$ cat src/rtl/aes_round_sequencer_pkg.sv
// aes_round_sequencer_pkg: shared constants and FSM state encoding for the AES round sequencer
// Contents: AES_NR round count, AES_WAIT_MAX key-ready timeout, round-index and
//  timer widths, and the 3-bit state_t encoding shared with key schedule and datapath.
package aes_round_sequencer_pkg;
    localparam int AES_NR       = 10;
    localparam int AES_WAIT_MAX = 15;
    localparam int ROUND_W      = 4;
    localparam int TIMER_W      = 4;
    typedef enum logic [2:0] {
        S_IDLE     = 3'd0,
        S_REQ_KEY  = 3'd1,
        S_WAIT_KEY = 3'd2,
        S_ROUND    = 3'd3,
        S_FINISH   = 3'd4
    } state_t;
endpackage

$ cat src/rtl/aes_round_sequencer_wait_timer.sv
// aes_round_sequencer_wait_timer: loadable down-counter with clear and expired flag
// Ports: i_clk/i_rst (async active-high) clock/reset; i_clear forces zero;
//  i_load loads i_value; i_dec counts down toward zero; o_expired high at zero.
module aes_round_sequencer_wait_timer
    import aes_round_sequencer_pkg::*;
(
    input  logic               i_clk,
    input  logic               i_rst,
    input  logic               i_clear,
    input  logic               i_load,
    input  logic               i_dec,
    input  logic [TIMER_W-1:0] i_value,
    output logic               o_expired
);
    logic [TIMER_W-1:0] r_cnt;

    always_ff @(posedge i_clk or posedge i_rst) begin
        if (i_rst)
            r_cnt <= '0;
        else if (i_clear)
            r_cnt <= '0;
        else if (i_load)
            r_cnt <= i_value;
        else if (i_dec && r_cnt != '0)
            r_cnt <= r_cnt - 1'b1;
    end

    assign o_expired = (r_cnt == '0);
endmodule

$ cat src/rtl/aes_round_sequencer.sv
// aes_round_sequencer: control FSM for one AES-128 encryption pass
// Ports: i_clk/i_rst (async active-high) clock/reset; i_start begins a pass from IDLE;
//  i_abort cancels a pass; i_key_ry requested key valid; o_key_en/o_sel_key key
//  request and round index; o_load_state plaintext load; o_round_en/o_first_round/
//  o_last_round round strobe and kind; o_busy pass active; o_done ciphertext ready;
//  o_error key-ready timeout.
module aes_round_sequencer
    import aes_round_sequencer_pkg::*;
#(
    parameter int NR       = AES_NR,
    parameter int WAIT_MAX = AES_WAIT_MAX
) (
    input  logic               i_clk,
    input  logic               i_rst,
    input  logic               i_start,
    input  logic               i_abort,
    input  logic               i_key_ry,
    output logic               o_key_en,
    output logic [ROUND_W-1:0] o_sel_key,
    output logic               o_load_state,
    output logic               o_round_en,
    output logic               o_first_round,
    output logic               o_last_round,
    output logic               o_busy,
    output logic               o_done,
    output logic               o_error
);
    state_t             r_state, w_next;
    logic [ROUND_W-1:0] r_round, w_round_nx;
    logic               w_expired, w_accept, w_timeout, w_done;
    logic               r_key_en, r_load, r_round_en, r_first, r_last, r_busy, r_done, r_error;
    logic [ROUND_W-1:0] r_sel;

    // Loaded with WAIT_MAX-1 so it reads zero on the WAIT_MAX-th waiting cycle.
    aes_round_sequencer_wait_timer u_timer (
        .i_clk     (i_clk),
        .i_rst     (i_rst),
        .i_clear   (r_state == S_IDLE),
        .i_load    (r_state == S_REQ_KEY),
        .i_dec     (r_state == S_WAIT_KEY && !i_key_ry),
        .i_value   (TIMER_W'(WAIT_MAX - 1)),
        .o_expired (w_expired)
    );

    always_ff @(posedge i_clk or posedge i_rst) begin
        if (i_rst) begin
            r_state    <= S_IDLE;
            r_round    <= '0;
            r_key_en   <= 1'b0;
            r_sel      <= '0;
            r_load     <= 1'b0;
            r_round_en <= 1'b0;
            r_first    <= 1'b0;
            r_last     <= 1'b0;
            r_busy     <= 1'b0;
            r_done     <= 1'b0;
            r_error    <= 1'b0;
        end else begin
            r_state    <= w_next;
            r_round    <= w_round_nx;
            r_key_en   <= (w_next == S_REQ_KEY);
            r_sel      <= (w_next != S_IDLE) ? w_round_nx : '0;
            r_load     <= w_accept;
            r_round_en <= (w_next == S_ROUND);
            r_first    <= (w_next == S_ROUND) && (w_round_nx == '0);
            r_last     <= (w_next == S_ROUND) && (w_round_nx == ROUND_W'(NR));
            r_busy     <= (w_next != S_IDLE);
            r_done     <= w_done;
            r_error    <= w_timeout;
        end
    end

    // Abort overrides every transition out of a non-IDLE state.
    always_comb begin
        w_next = S_IDLE;
        if (!(i_abort && r_state != S_IDLE)) begin
            case (r_state)
                S_IDLE:     w_next = w_accept ? S_REQ_KEY : S_IDLE;
                S_REQ_KEY:  w_next = S_WAIT_KEY;
                S_WAIT_KEY: w_next = i_key_ry ? S_ROUND : (w_expired ? S_IDLE : S_WAIT_KEY);
                S_ROUND:    w_next = (r_round == ROUND_W'(NR)) ? S_FINISH : S_REQ_KEY;
                default:    w_next = S_IDLE;
            endcase
        end
    end

    // Done and Error are registered on leaving their state, so a same-cycle abort suppresses them.
    always_comb begin
        w_accept   = (r_state == S_IDLE) && i_start && !i_abort;
        w_timeout  = (r_state == S_WAIT_KEY) && !i_key_ry && w_expired && !i_abort;
        w_done     = (r_state == S_FINISH) && !i_abort;
        w_round_nx = w_accept ? '0 :
                     (r_state == S_ROUND && w_next == S_REQ_KEY) ? r_round + 1'b1 : r_round;
    end

    assign o_key_en      = r_key_en;
    assign o_sel_key     = r_sel;
    assign o_load_state  = r_load;
    assign o_round_en    = r_round_en;
    assign o_first_round = r_first;
    assign o_last_round  = r_last;
    assign o_busy        = r_busy;
    assign o_done        = r_done;
    assign o_error       = r_error;
endmodule

$ cat config.mk
export PLATFORM = sky130hd
export DESIGN_NAME = aes_round_sequencer
export DESIGN_NICKNAME = d
export VERILOG_FILES = /design/src/rtl/aes_round_sequencer_pkg.sv /design/src/rtl/aes_round_sequencer_wait_timer.sv /design/src/rtl/aes_round_sequencer.sv
export SDC_FILE = /design/constraint.sdc
export NUM_CORES = 1
export LEC_CHECK = 0
export CORE_MARGIN = 3
export CORE_UTILIZATION = 40
export CTS_CLUSTER_DIAMETER = 60
export DETAILED_ROUTE_END_ITERATION = 8
export PLACE_DENSITY_LB_ADDON = 0.12
export SLEW_MARGIN = 20
export SYNTH_ARGS = -nofsm -noshare
export SYNTH_HDL_FRONTEND = slang
export SYNTH_SLANG_ARGS = --single-unit
$ cat constraint.sdc
create_clock -name i_clk -period 3 [get_ports i_clk]
set_input_delay 0.75 -clock i_clk [delete_from_list [all_inputs] [get_ports i_clk]]
set_output_delay 0.75 -clock i_clk [all_outputs]
set_load 0.02 [all_outputs]
# --- Word level (Yosys, flattened, before mapping) ---
# Cells that the tools add are included.
# W data, S select, Z words.
word_totals:
  register_bits: 23
classes:
  addsub: 2
  eq_ne: 8
  muxes: 12
  reduce_logical: 20
op_table:
  columns: ["cell", "n"]
  rows:
  - ["$mux W4", 6]
  - ["$pmux W3 S4", 1]
  - ["$logic_and A1 B1 Y1", 11]
  - ["$eq A3 B2 Y1 const B", 3]
  - ["$reduce_bool A3 Y1", 3]
  - ["$eq A4 B4 Y1 const B", 2]
  - ["$logic_not A4 Y1", 2]
  - ["$eq A3 B1 Y1 const B", 2]
  - ["$mux W3", 2]
  - ["$add A4 B1 Y4 const B", 1]
  - ["$mux W2", 2]
  - ["$reduce_bool A4 Y1", 1]
  - ["$sub A4 B1 Y4 const B", 1]
  - ["$eq A3 B3 Y1 const B", 1]
  - ["$logic_not A3 Y1", 1]
  - ["$logic_not A1 Y1", 2]
  - ["$mux W1", 1]

# --- Depth between registers and ports, before layout ---
# Gate-level depths: netlist (run 1).
depth:
  word_depth: 12
  mapped_depth: 8
  ltp_nobuf: 8

# --- By module ---
# Synthesis (run 1) repeated with hierarchy kept, for this count alone.
hier_totals:
  cells_unflattened: 127
  area_unflattened_um2: 1282.5
modules_own_cells:
  columns: ["module", "instances", "cells_each", "area_each_um2"]
  rows:
  - ["aes_round_sequencer", 1, 96, 983.4]
  - ["aes_round_sequencer_wait_timer", 1, 31, 299.0]

# --- Worst setup path before layout (run 1) ---
# No wires, ideal clock.
synth_timing:
  path_type: "input-to-reg"
  startpoint: "in i_key_ry"
  endpoint: "reg u_timer.r_cnt[3]"
  setup_ns: 0.126
  arrival_time_ns: 2.016
  t_required_ns: 2.874
  setup_slack_ns: 0.858
  path_stages: 4
  path_buffers: 0
  path_cell_list: "a211o_1 or4_1 mux2_1 a221o_1"
synth_between:
  elab_chain_cells: 4
synth_rtl:
  columns: ["item", "line_no", "text"]
  rows:
  - ["from (decl)", "aes_round_sequencer.sv:17", "input logic i_key_ry,"]
  - ["$logic_not A1 Y1", "aes_round_sequencer.sv:40", ".i_dec (r_state == S_WAIT_KEY && !i_key_ry),"]
  - ["$logic_and A1 B1 Y1", "aes_round_sequencer.sv:40", null]
  - ["$logic_and A1 B1 Y1", "aes_round_sequencer_wait_timer.sv:24", "else if (i_dec && r_cnt != '0)"]
  - ["$reduce_bool A3 Y1 (no line)", null, null]
  - ["to (signal assigned)", "aes_round_sequencer_wait_timer.sv:23", "r_cnt <= i_value;"]
  - ["to (signal assigned)", "aes_round_sequencer_wait_timer.sv:25", "r_cnt <= r_cnt - 1'b1;"]
  - ["to (decl)", "aes_round_sequencer_wait_timer.sv:15", "logic [TIMER_W-1:0] r_cnt;"]
# Every way passes these cells.
# A chain may end at the register's enable or synchronous reset.

# --- Final worst setup path (run 1) ---
# Same ends and word-level chain as after synthesis.

==> results of run 1 <==
## power groups by stage
stage	logic, mW	registers, mW	clock network, mW
final	0.325	0.430	0.147
after floorplan	0.232	0.427	0
after detailed placement	0.325	0.435	0
after CTS	0.327	0.429	0.157
after global routing	0.364	0.441	0.171
after global placement	0.321	0.433	0
## path summary, 6_finish.rpt
kind                                       start          endpoint
worst max-delay path                    i_key_ry  u_timer.r_cnt[3]
worst min-delay path                  r_round[0]      o_last_round
worst max register to register  u_timer.r_cnt[0]  u_timer.r_cnt[3]
worst min register to register        r_round[0]      o_last_round
max in group asynchronous                  i_rst        r_state[2]
min in group asynchronous                  i_rst      o_sel_key[2]
## cell usage after synthesis (3+ instances only)
cell and n:
nor2b_1 3, clkbuf_1 3, ha_1 4, xnor2_1 3
a21oi_1 3, dfrtp_1 23, nand2_1 8, nand3b_1 3
nor2_1 10, inv_1 10
## state kept, by name (all words and copies together), names as in the netlist
register       count
o_done             1
o_round_en         1
o_sel_key          4
r_round            4
o_load_state       1
u_timer.r_cnt      4
o_first_round      1
o_key_en           1
r_state            3
o_busy             1
o_last_round       1
o_error            1
## cell families (layout without fill, tap and decap cells)
kind of cell	Yosys count	in the layout	synth area share [%]
AND/OR/NAND/NOR	43	43	22.2
flip-flops	23	23	53.2
AO/OA/AOI/OAI	16	16	11.0
buffers and inverters	13	30	4.51
adder cells (fa/ha/maj)	4	4	4.62
XOR/XNOR	3	3	2.43
multiplexers	2	2	2.08
## worst max-delay path, cell delays in order
cell,delay [ps]
clkdlybuf4s50_1,450
a211o_1,300
or4_1,430
mux2_1,330
a221o_1,290
## layout make-up
class / instances / area [um2] / area share, %
clock buffers: 3 / 22.5 / 1.73
repair buffers: 16 / 160 / 12.3
flip-flops and latches: 23 / 576 / 44.3
inverters: 10 / 37.5 / 2.89
well taps: 30 / 37.5 / 2.89
multi-input cells: 68 / 458 / 35.3
clock inverters: 1 / 7.51 / 0.578
## stage by stage
stage	cell area [um2]	hold WS, ps
3_5_place_dp	1270	518
2_1_floorplan	1080	478
3_3_place_gp	1270	524
5_1_grt	1300	570
4_1_cts	1300	537
6_report	1300	530
## per-layer routing
metal  up-vias  track usage (%)  wire length [um]  share of wire (%)
li1        397                -                 -                  -
met4         0             4.97                27                1.3
met5         -                0                 0                  0
met2        20             20.0               877                 43
met3         4             2.90                92                4.5
met1       403             20.2              1060                 51
==> reports/qor.txt, run 1 <==
Combinational power share - 36.0%
Hold Path Class - reg -> reg
RSZ-0062 raised after global routing - no
Sw power - 0.340 mW
Clock sinks - 23
H-tree levels - 1
CP arrival - 2550 ps
Most frequent cells in the layout - dfrtp_1, clkdlybuf4s50_1, inv_1, nor2_1, nand2_1
GRT overflow - 0
Post-Layout Cell Count - 151
Placed Cells - 147
Setup TNS - 0 ps
Row count - 18
Filler cells - 235
Clock buffer depth - 2
Die Ht - 58.0 um
Total power divided by cell area - 695 nW/um2
EDFF count, synth - 0
Post-place setup slack - 325 ps
Mapped Nets - 113
Post-layout util - 51.5%
Max VDD drop - 0.000339 V
Slew HR - 41.8%
Worst reg-to-reg setup slack - 820 ps
Mapped Area - 1080 um2
Worst-Margin Slew - 872 ps
Port Buffers - 16
Number of global-route vias before repair - 784
Max-cap violations - 0
CTS tree - yes
# setup viols final - 0
Core Box Area - 2520 um2
Yosys warning count - 0
WS Path Type - in -> reg
Post-synth top flop - dfrtp_1
Type of origin of the critical path - primary input
Initial antenna violation count - 0
Hold Buf Count CTS - 0
Nets - 131
Initial DRC Count - 35
Area Overhead vs Synth - 20.0%
Drc violations - 0
Max-slew violations - 0
Flops & latches, synth - 23
Layout cells sized above 1 - 4.96%
Worst-Skew Late Latency - 310 ps
Syn Inst Count - 104
Status - finished, final reports clean
Synth top area cells - dfrtp_1, ha_1, inv_1
Total power - 0.903 mW
Switch share - 37.7%
Sequential Power Share - 47.7%
Inserted Diodes - 0
Avg Inst Size Synth - 10.4 um2
Most common cell after layout, fill and taps aside - dfrtp_1
Fmax - 429 MHz
Clock power share - 16.3%
Reg2reg path depth - 6
Async SR Flop Fraction - 100%
Via count - 824
Via density - 5.46
Worst Hold Path Cells - 1
Pin count of the biggest net entering global routing - 24
GRT Total Usage - 13.8%
Netlist cell types - 34
Clock skew after layout - 1.26 ps
Global-route wire length before repair - 3.57 mm
Register area share after synthesis - 53.2%
Cell taking the most area after synthesis - dfrtp_1
Initial Util - 42.9%
Fin. Hold Viols - 0
Routed WL per cell - 13.6 um
Routed WL - 2.06 mm
Die width - 58.0 um
Worst-path fanout max - 6
CP Data Required Time - 3210 ps
Total CTS buffers - 3
Cell-internal power - 0.563 mW
Post-route clock period utilization - 77.8%
Share of the synthesized area in the top cell type - 53.2%
Drt pass-1 iters - 4
# resized after CTS - 0
Critical Path Sink Type - register
PnR worst setup slack - 667 ps
DRT antenna net count - 0
Post-DP HPWL - 1.51 mm
Clk root buf - clkbuf_4
I/O pin total - 17
Post CTS Setup Buffer Count - 0
RePlAce Congestion - 0.807
Leak Pwr - 0.610 nW
Die area - 3370 um2
Min Tclk post-route - 2330 ps
Clock slew at reported path FFs - 130 ps
No activity file was read; power rests on OpenSTA's default activity.
==> run 2: changes to the inputs <==
clock period = 2.35 ns   (was 3 ns; I/O delays follow)
==> run 2 against run 1 <==
Against the previous run:
- core utilization grew 2.4 points
- non-clock buffer count grew 8
- register-to-register slack lost 590 ps
- final area grew 4.6%
- die area is the same
- power grew 33%
- clock skew grew 1.4 ps
- global-route usage grew 0.70 points
==> reports/qor.txt, run 2 (synthesis results as in run 1) <==
H-tree levels - 1
RePlAce Congestion - 0.817
Worst Hold Path Cells - 1
Via count - 850
Fin. Hold Viols - 0
CP Cell Sequence - inv_1 > ha_1 > a211o_1 > or4_1 > mux2_1 > a221o_1
Drt pass-1 iters - 4
Critical Path Sink Type - register
Post-route clock period utilization - 90.2%
Total CTS buffers - 3
Reg2reg path depth - 6
Hold Path Class - reg -> reg
Cell with the largest stage delay on the worst path - dfrtp_1
Inserted Diodes - 0
Post-DP HPWL - 1.59 mm
Row count - 18
Post-Layout Cell Count - 159
CP Data Required Time - 2560 ps
Via density - 5.35
Critical Path Stages - 6
Min Hold Slack - 541 ps
Die area - 3370 um2
Max-slew violations - 0
Worst-path fanout max - 5
PnR worst setup slack - 229 ps
Worst-Skew Late Latency - 310 ps
Total power - 1.20 mW
# resized after CTS - 0
Routed WL per cell - 13.5 um
GRT busiest layer - met2
Buf+Inv Stages, Crit Path - 1
GRT overflow - 0
Clock buffer depth - 2
Max incr delay on CP - 430 ps
Pin count of the biggest net entering global routing - 24
Filler cells - 242
Most frequent cells in the layout - dfrtp_1, clkdlybuf4s50_1, inv_1, nor2_1
Type of origin of the critical path - register
Most common cell after layout, fill and taps aside - dfrtp_1
Placed Cells - 155
Global-route wire length before repair - 3.78 mm
WS Path Type - reg -> reg
Layout cells sized above 1 - 10.9%
Post CTS Setup Buffer Count - 0
M2 GR Usage - 22.9%
Initial antenna violation count - 0
CP arrival - 2330 ps
Number of global-route vias before repair - 844
Clock sinks - 23
CTS tree - yes
Die width - 58.0 um
Port Buffers - 16
DRT antenna net count - 0
Core Box Area - 2520 um2
Hold Buf Count CTS - 0
RSZ-0062 raised after global routing - no
CP delay by family, top - compound AO/OA/AOI/OAI gates
Worst-Margin Slew - 448 ps
Clock skew after layout - 2.68 ps
Post-place setup slack - -53.4 ps
Clk root buf - clkbuf_4
Nets - 139
Routed WL - 2.14 mm
# setup viols final - 0
Total power divided by cell area - 886 nW/um2
Min Tclk post-route - 2120 ps
Max-cap violations - 0
Initial Util - 42.9%
Met3 usage - 2.90%
Met1 Track Usage GR - 19.8%
Leak Pwr - 0.649 nW
Clock slew at reported path FFs - 130 ps
Setup TNS - 0 ps
Drc violations - 0
Fmax - 472 MHz
Initial DRC Count - 25
Die Ht - 58.0 um
I/O pin total - 17
Area Overhead vs Synth - 25.5%
Status - finished, final reports clean
GRT Total Usage - 14.5%
Max VDD drop - 0.000501 V
Slew HR - 70.1%
## run 2: per-layer routing
| metal | wire length [um] | vias to the layer above |
|---|---|---|
| met2 | 974 | 21 |
| met4 | 16 | 0 |
| li1 | - | 414 |
| met1 | 1050 | 413 |
| met3 | 100 | 2 |
| met5 | 0 | - |
## run 2: power by group
| group | total, mW | switching [mW] | internal (mW) |
|---|---|---|---|
| sequential | 0.551 | 0.0852 | 0.466 |
| combinational | 0.463 | 0.234 | 0.229 |
| clock | 0.190 | 0.125 | 0.0649 |
| total | 1.20 | 0.445 | 0.760 |
## run 2: path summary, 6_finish.rpt
path | slack, ps | to | startpoint
min in group asynchronous | 600 | o_sel_key[2] | i_rst
max | 230 | u_timer.r_cnt[3] | u_timer.r_cnt[0]
max in group asynchronous | 1520 | o_error | i_rst
min | 540 | o_last_round | r_round[0]
min reg2reg | 540 | o_last_round | r_round[0]
max reg2reg | 230 | u_timer.r_cnt[3] | u_timer.r_cnt[0]
## run 2: through the flow
step,util (%),instance area [um2]
after floorplan,-,1080
after global placement,52.7,1330
after detailed placement,52.7,1330
after CTS,53.9,1360
after global routing,53.9,1360
final,53.9,1360
## run 2: area by class of cell
class,count,area (um2),share of cell area (%)
Multi-Input combinational cell,68,458,33.7
Clock inverter,1,7.51,0.552
Clock buffer,3,22.5,1.66
Timing Repair Buffer,24,220,16.2
Sequential cell,23,576,42.4
Tap cell,30,37.5,2.76
Inverter,10,37.5,2.76
